`src/rtl/heq_pkg.sv`:
```
// Shared types and constants for the histogram-equalizer frame sequencer.
package heq_pkg;

  localparam int unsigned CDF_MIN_W = 20;

  localparam int unsigned WDOG_CYCLES_DEFAULT = 400000;

  typedef enum logic [2:0] {
    IDLE  = 3'd0,
    FLUSH = 3'd1,
    HIST  = 3'd2,
    MAP   = 3'd3,
    DONE  = 3'd4
  } heq_seq_state_t;

endpackage : heq_pkg

```
`src/rtl/heq_frame_sequencer.sv`:
```
// Frame-level sequencer: flush, histogram/CDF, mapping, done; ping-pongs the input buffer half.
// Optional per-phase watchdog on HIST and MAP is enabled by defining HEQ_SEQ_WATCHDOG_EN.
module heq_frame_sequencer
  import heq_pkg::*;
#(
  parameter int unsigned FLUSH_CYCLES = 4,
  parameter int unsigned CNT_W        = 20
`ifdef HEQ_SEQ_WATCHDOG_EN
  ,
  parameter int unsigned WDOG_CYCLES  = WDOG_CYCLES_DEFAULT
`endif
) (
  input  logic                 clock,
  input  logic                 rst_n,
  input  logic                 frame_valid,
  output logic                 frame_ready,
  output logic                 hist_start,
  input  logic                 hist_done,
  input  logic                 cdf_valid,
  input  logic [CDF_MIN_W-1:0] cdf_min_in,
  output logic [CDF_MIN_W-1:0] cdf_min,
  output logic                 map_start,
  input  logic                 map_done,
  output logic                 input_base_offset,
  output logic                 frame_done,
  output logic                 frame_err,
  output logic                 busy
);

  localparam logic [CNT_W-1:0] FLUSH_LAST = CNT_W'(FLUSH_CYCLES - 1);
`ifdef HEQ_SEQ_WATCHDOG_EN
  localparam logic [CNT_W-1:0] WDOG_LAST  = CNT_W'(WDOG_CYCLES - 1);
`endif

  heq_seq_state_t       state_q, state_d;
  logic [CNT_W-1:0]     cnt_q, cnt_d;
  logic                 cdf_seen_q, cdf_seen_d;
  logic [CDF_MIN_W-1:0] cdf_min_q, cdf_min_d;
  logic                 err_q, err_d;
  logic                 ibo_q, ibo_d;
  logic                 map_start_q, map_start_d;

  // NOTE: every state register uses non-blocking assignment and an async
  // reset; blocking here would create ordering races between always_ff blocks.
  always_ff @(posedge clock or negedge rst_n) begin
    if (!rst_n) begin
      state_q     <= IDLE;
      cnt_q       <= '0;
      cdf_seen_q  <= 1'b0;
      cdf_min_q   <= '0;
      err_q       <= 1'b0;
      ibo_q       <= 1'b0;
      map_start_q <= 1'b0;
    end else begin
      state_q     <= state_d;
      cnt_q       <= cnt_d;
      cdf_seen_q  <= cdf_seen_d;
      cdf_min_q   <= cdf_min_d;
      err_q       <= err_d;
      ibo_q       <= ibo_d;
      map_start_q <= map_start_d;
    end
  end

  // NOTE: all next-state signals get a default before the case so no path
  // leaves one unassigned, which would otherwise infer a latch.
  always_comb begin
    state_d     = state_q;
    cnt_d       = cnt_q;
    cdf_seen_d  = cdf_seen_q;
    cdf_min_d   = cdf_min_q;
    err_d       = err_q;
    ibo_d       = ibo_q;
    map_start_d = 1'b0;

    unique case (state_q)
      IDLE: begin
        if (frame_valid) begin
          state_d = FLUSH;
          cnt_d   = '0;
        end
      end

      FLUSH: begin
        if (cnt_q == FLUSH_LAST) begin
          state_d = HIST;
          cnt_d   = '0;
        end else begin
          cnt_d = cnt_q + CNT_W'(1);
        end
      end

      HIST: begin
        // Only the first cdf_valid of a frame is taken, including one that
        // coincides with hist_done.
        if (cdf_valid && !cdf_seen_q) begin
          cdf_min_d  = cdf_min_in;
          cdf_seen_d = 1'b1;
        end
        if (hist_done) begin
          state_d     = MAP;
          map_start_d = 1'b1;
          cnt_d       = '0;
          if (!cdf_seen_q && !cdf_valid) err_d = 1'b1;
        end
`ifdef HEQ_SEQ_WATCHDOG_EN
        else if (cnt_q == WDOG_LAST) begin
          state_d = DONE;
          err_d   = 1'b1;
        end else begin
          cnt_d = cnt_q + CNT_W'(1);
        end
`endif
      end

      MAP: begin
        if (map_done) begin
          state_d = DONE;
        end
`ifdef HEQ_SEQ_WATCHDOG_EN
        else if (cnt_q == WDOG_LAST) begin
          state_d = DONE;
          err_d   = 1'b1;
        end else begin
          cnt_d = cnt_q + CNT_W'(1);
        end
`endif
      end

      DONE: begin
        state_d    = IDLE;
        ibo_d      = ~ibo_q;
        cdf_seen_d = 1'b0;
        err_d      = 1'b0;
      end

      default: begin
        state_d = IDLE;
      end
    endcase
  end

  assign frame_ready       = (state_q == IDLE);
  assign busy              = (state_q != IDLE);
  assign hist_start        = (state_q == HIST);
  assign map_start         = map_start_q;
  assign frame_done        = (state_q == DONE);
  assign frame_err         = (state_q == DONE) && err_q;
  assign cdf_min           = cdf_min_q;
  assign input_base_offset = ibo_q;

endmodule : heq_frame_sequencer

```
`config.mk`:
```
export PLATFORM = sky130hd
export DESIGN_NAME = heq_frame_sequencer
export DESIGN_NICKNAME = d
export VERILOG_FILES = /design/src/rtl/heq_pkg.sv /design/src/rtl/heq_frame_sequencer.sv
export SDC_FILE = /design/constraint.sdc
export NUM_CORES = 1
export LEC_CHECK = 0
export BUFFER_PORTS_ARGS = -buffer_cell sky130_fd_sc_hd__buf_4
export CAP_MARGIN = 10
export CORE_UTILIZATION = 45
export CTS_BUF_LIST = sky130_fd_sc_hd__clkbuf_8
export CTS_CLUSTER_DIAMETER = 60
export DETAILED_ROUTE_END_ITERATION = 12
export PLACE_DENSITY = 0.69
export SETUP_SLACK_MARGIN = 0.3
export SLEW_MARGIN = 5
export SYNTH_ARGS = -nofsm -noshare
export SYNTH_HDL_FRONTEND = slang
export SYNTH_SLANG_ARGS = --single-unit
```
`constraint.sdc`:
```
create_clock -name clock -period 4.2 [get_ports clock]
set_input_delay 0.84 -clock clock [delete_from_list [all_inputs] [get_ports clock]]
set_output_delay 0.84 -clock clock [all_outputs]
set_load 0.05 [all_outputs]
```
# Word level (Yosys, flattened, before mapping)
# Cells that the tools add are included.
# totals
regBits	47
input_bits	26
out_inout_bits	27
wordCells	50
# classes
add_sub_neg	1
n_eq_ne	11
mux	16
bitwise_logic	1
reduce_logical	14
# ops
operator	n
two-way mux 20 bit	3
one-hot mux 20 bit (3 select lines)	1
adder 20 x 1 -> 20 bit (second input constant)	1
equality test 20 x 2 -> 1 bit (second input constant)	1
two-way mux 3 bit	4
one-hot mux 3 bit (4 select lines)	1
equality test 3 x 2 -> 1 bit (second input constant)	2
!= test 2 x 1 -> 1 bit (second input constant)	3
!= test 2 bit (second input constant)	3
AND reduction 3 bit	2
nonzero test 3 bit	2
two-way mux 1 bit	5
one-hot mux 1 bit (2 select lines)	2
AND reduction 2 bit	2
AND reduction 4 bit	1
equality test 3 x 1 -> 1 bit (second input constant)	1
equality test 3 bit (second input constant)	1
logical AND 1 bit	3
logical NOT 3 bit	1
logical NOT 1 bit	2
nonzero test 2 bit	1
inverter 1 bit	1

# Depth between registers and ports, before layout
# logic_depth
ltp_word	5
depth_mapped	8
ltp_nobuf	6

# Least setup slack after synthesis
# No wires, ideal clock.
# synth_path
path_kind	register -> output
startpoint	register state_q[1]
endpoint	output port frame_err
arrival_ns	2.530
t_required_ns	3.360
path_slack_ns	0.830
stages_incl_launch_ff	4
n_path_buf	1
path_cell_list	dfrtp_1 -> buf_2 -> nor3b_1 -> and2_1
# synth_between
elab_chain_len	2
# synth_lines
item	line	text
start, declared	heq_frame_sequencer.sv:35	heq_seq_state_t state_q, state_d;
start signal, assigned	heq_frame_sequencer.sv:55	state_q <= state_d;
equality test 3 bit	--	
via frame_done	heq_frame_sequencer.sv:25	output logic frame_done,
logical AND 1 bit	heq_frame_sequencer.sv:148	assign frame_err = (state_q == DONE) && err_q;
end, declared	heq_frame_sequencer.sv:26	output logic frame_err,
# The timed path passes the listed nets, and every way through them passes these cells.

# Worst setup path after layout
# layout_path
startpoint	register state_q[1]
endpoint	output port frame_err
# layout_between
elab_chain_len	2
# layout_lines
item	line
equality test 3 bit	heq_frame_sequencer.sv:148
logical AND 1 bit	heq_frame_sequencer.sv:148
# Every way passes these cells.

==> impl_metrics.toml <==
[final_layout]
syn_to_final_growth_pct = 22.6
diodes = 0
layout-drive-gt1-share_pct = 32.8
fillers = 430
nets = 289
stdcell_count = 329

[timing]
worst_clock_skew_ps = 5.46
tightest_slew_ps = 996
period_needed_ps = 2580
slew_headroom_pct = 33.0
setup_viol = 0
rsz0062_at_grt = "no"
timing.fmax_mhz = 388
fin_setup_tns_ps = 0
slew_viol_final = 0
finalHoldViolCount = 0
finalCritPeriodShare_pct = 61.4

[logic_synthesis]
async_flop_share_pct = 100
synth_top_area_share_pct = 51.8
syn_nets = 242
synth-edff-count = 0
syn_inst = 214
synth_area_per_cell_sq_um = 10.6
ys_seq_area_share_pct = 51.8
synth.area.top_cells = "dfrtp_1, mux2_2, nand2_1"
netlist.top_cell.by_area = "dfrtp_1"
synth_seq_cells = 47
ys.flop_type = "dfrtp_1"
ys_warn_count = 0
synth_cell_types = 42
syn_area_sq_mm = 0.00227

[pwr]
power_density_mw_per_mm2 = 756
leakage_nw = 1.31
vdd_ir_drop_max_mv = 0.330

[floorplanning]
fp.coreArea_sq_mm = 0.00479
die_w_microns = 73.0
fp-row-count = 25
ios = 53
dieArea_sq_mm = 0.00533
die_y_microns = 73.0
start_util_pct = 47.5

[clock_tree]
cts.repair.resized = 0
postCtsHoldBufs = 0
numCtsBuffers = 5
clk_pin_slew_ps = 80
clock-root-buffer = "clkbuf_8"
cts.sinks = 47
cts_setup_buffers = 0
cts_buffer_depth = 2
cts_tree = "built"
ctsHtreeMaxLevel = 2
clk_latency_ps = 300

[critical_path]
crit_type = "reg -> out"
crit_buf_inv = 1
critPathLaunchType = "register"
worst_path_max_delay_cell = "nor3b_1"
worst_path_largest_cell_delay_ps = 540
end_kind = "output pin"
cp_top_family = "simple AND/OR/NAND/NOR gates"
worstPathRequired_ps = 3360
crit_arrival_ps = 1740
crit_fanout = 12
crit_chain = "nor3b_1, and2_1, buf_4"

[global_routing]
grt_max_degree = 48
grt.total_usage_pct = 19.1
grt_overflow_total = 0
antenna_found_initial = 0
grt_pass1_vias = 1631
grt_first_pass_wirelength_microns = 7770

[place]
place_hpwl_microns = 3340
place.gp.congestion = 0.867
io_buffers = 52
placed_cells_incl_taps = 321

[routing]
num_vias = 1763
avgViaCountPerCell = 5.36
antenna_left = 0
routed_wl_microns = 4710
drc = 0
wl_per_cell_microns = 14.3
first_pass_iters = 4
drtIter0Drc = 103

[run_status]
outcome = "complete, no violations"

[min_path]
min_path_type = "reg -> reg"

[run]
maxCapViolCount = 0
layout by cell type (no fill, tap or decap), types with 2 or more instances in the layout:
cell and n:
dfrtp_1 47, nand4_1 5, and3_1 2, nand3_1 15, nor3b_1 2, ha_1 2, inv_1 5, nor3_1 5
a31oi_1 6, mux2_2 20, xor2_1 3, nor2_1 18, nand4_2 2, or3_1 3, and4_1 2, xnor2_1 2
a21oi_1 6, buf_4 53, clkbuf_8 6, o311ai_0 3, nand2_1 25, o21ai_0 3, nor4_1 6, a41oi_1 2
a22o_1 2
layer usage:
| layer | global-route usage (%) | share of wire, % | wire (microns) |
|---|---|---|---|
| met2 | 30.3 | 49 | 2310 |
| met5 | 0 | 0 | 0 |
| met3 | 3.59 | 3.9 | 185 |
| met4 | 7.19 | 1.5 | 71 |
| met1 | 25.9 | 45 | 2140 |
logic make-up after synthesis:
group / Yosys count / share of synthesized area (%)
fa+ha+maj: 2 / 1.10
simple gates: 92 / 21.5
mux: 21 / 10.4
flops: 47 / 51.8
xor+xnor: 5 / 1.93
compound gates: 29 / 8.71
buf+inv: 18 / 4.57
Yosys cell counts (2+ instances only):
master,count
a21oi_1,6
a22o_1,2
a31oi_1,6
a41oi_1,2
and3_1,2
and4_1,2
buf_2,8
buf_6,3
dfrtp_1,47
ha_1,2
inv_1,5
mux2_2,20
nand2_1,25
nand3_1,15
nand4_1,5
nand4_2,2
nor2_1,18
nor3_1,5
nor3b_1,2
nor4_1,6
o21ai_0,3
o311ai_0,3
or3_1,3
xnor2_1,2
xor2_1,3
cell type report:
type,instances,area (sq um),share of cell area (%)
flip-flops and latches,47,1180,42.2
inverters,5,18.8,0.674
well taps,67,83.8,3.01
clock buffers,6,82.6,2.96
clock inverters,2,35.0,1.26
multi-input cells,149,991,35.6
repair buffers,53,398,14.3
sequential cells by signal, indices dropped and copies added (netlist names):
register           flops
input_base_offset      1
cnt_q                 20
err_q                  1
state_q                3
map_start              1
cdf_min               20
cdf_seen_q             1
final timing paths:
path,cells past startpoint,slack [ps],endpoint,start
max in group asynchronous,1,3280,cnt_q[8],rst_n
setup reg to reg,5,2190,cnt_q[14],cnt_q[7]
hold / removal,1,480,input_base_offset,input_base_offset
setup / recovery,3,1620,frame_err,state_q[1]
hold reg to reg,1,480,input_base_offset,input_base_offset
min in group asynchronous,1,540,cnt_q[16],rst_n
power breakdown:
part	total, mW	leakage, nW	switching, mW	internal, mW
registers	0.726	0.612	0.125	0.601
logic	1.04	0.637	0.705	0.336
clock network	0.340	0.0612	0.147	0.193
stage by stage:
step	setup WS [ps]	cell area [sq um]	power (mW)	hold WS (ps)	util (%)
5_1_grt	1520	2790	2.23	511	58.2
2_1_floorplan	830	2270	1.50	458	-
6_report	1620	2790	2.11	475	58.2
3_5_place_dp	1840	2670	1.78	471	55.7
3_3_place_gp	1850	2670	1.76	460	55.7
4_1_cts	1600	2790	2.13	483	58.2
Power figures use the tool's default switching activity.
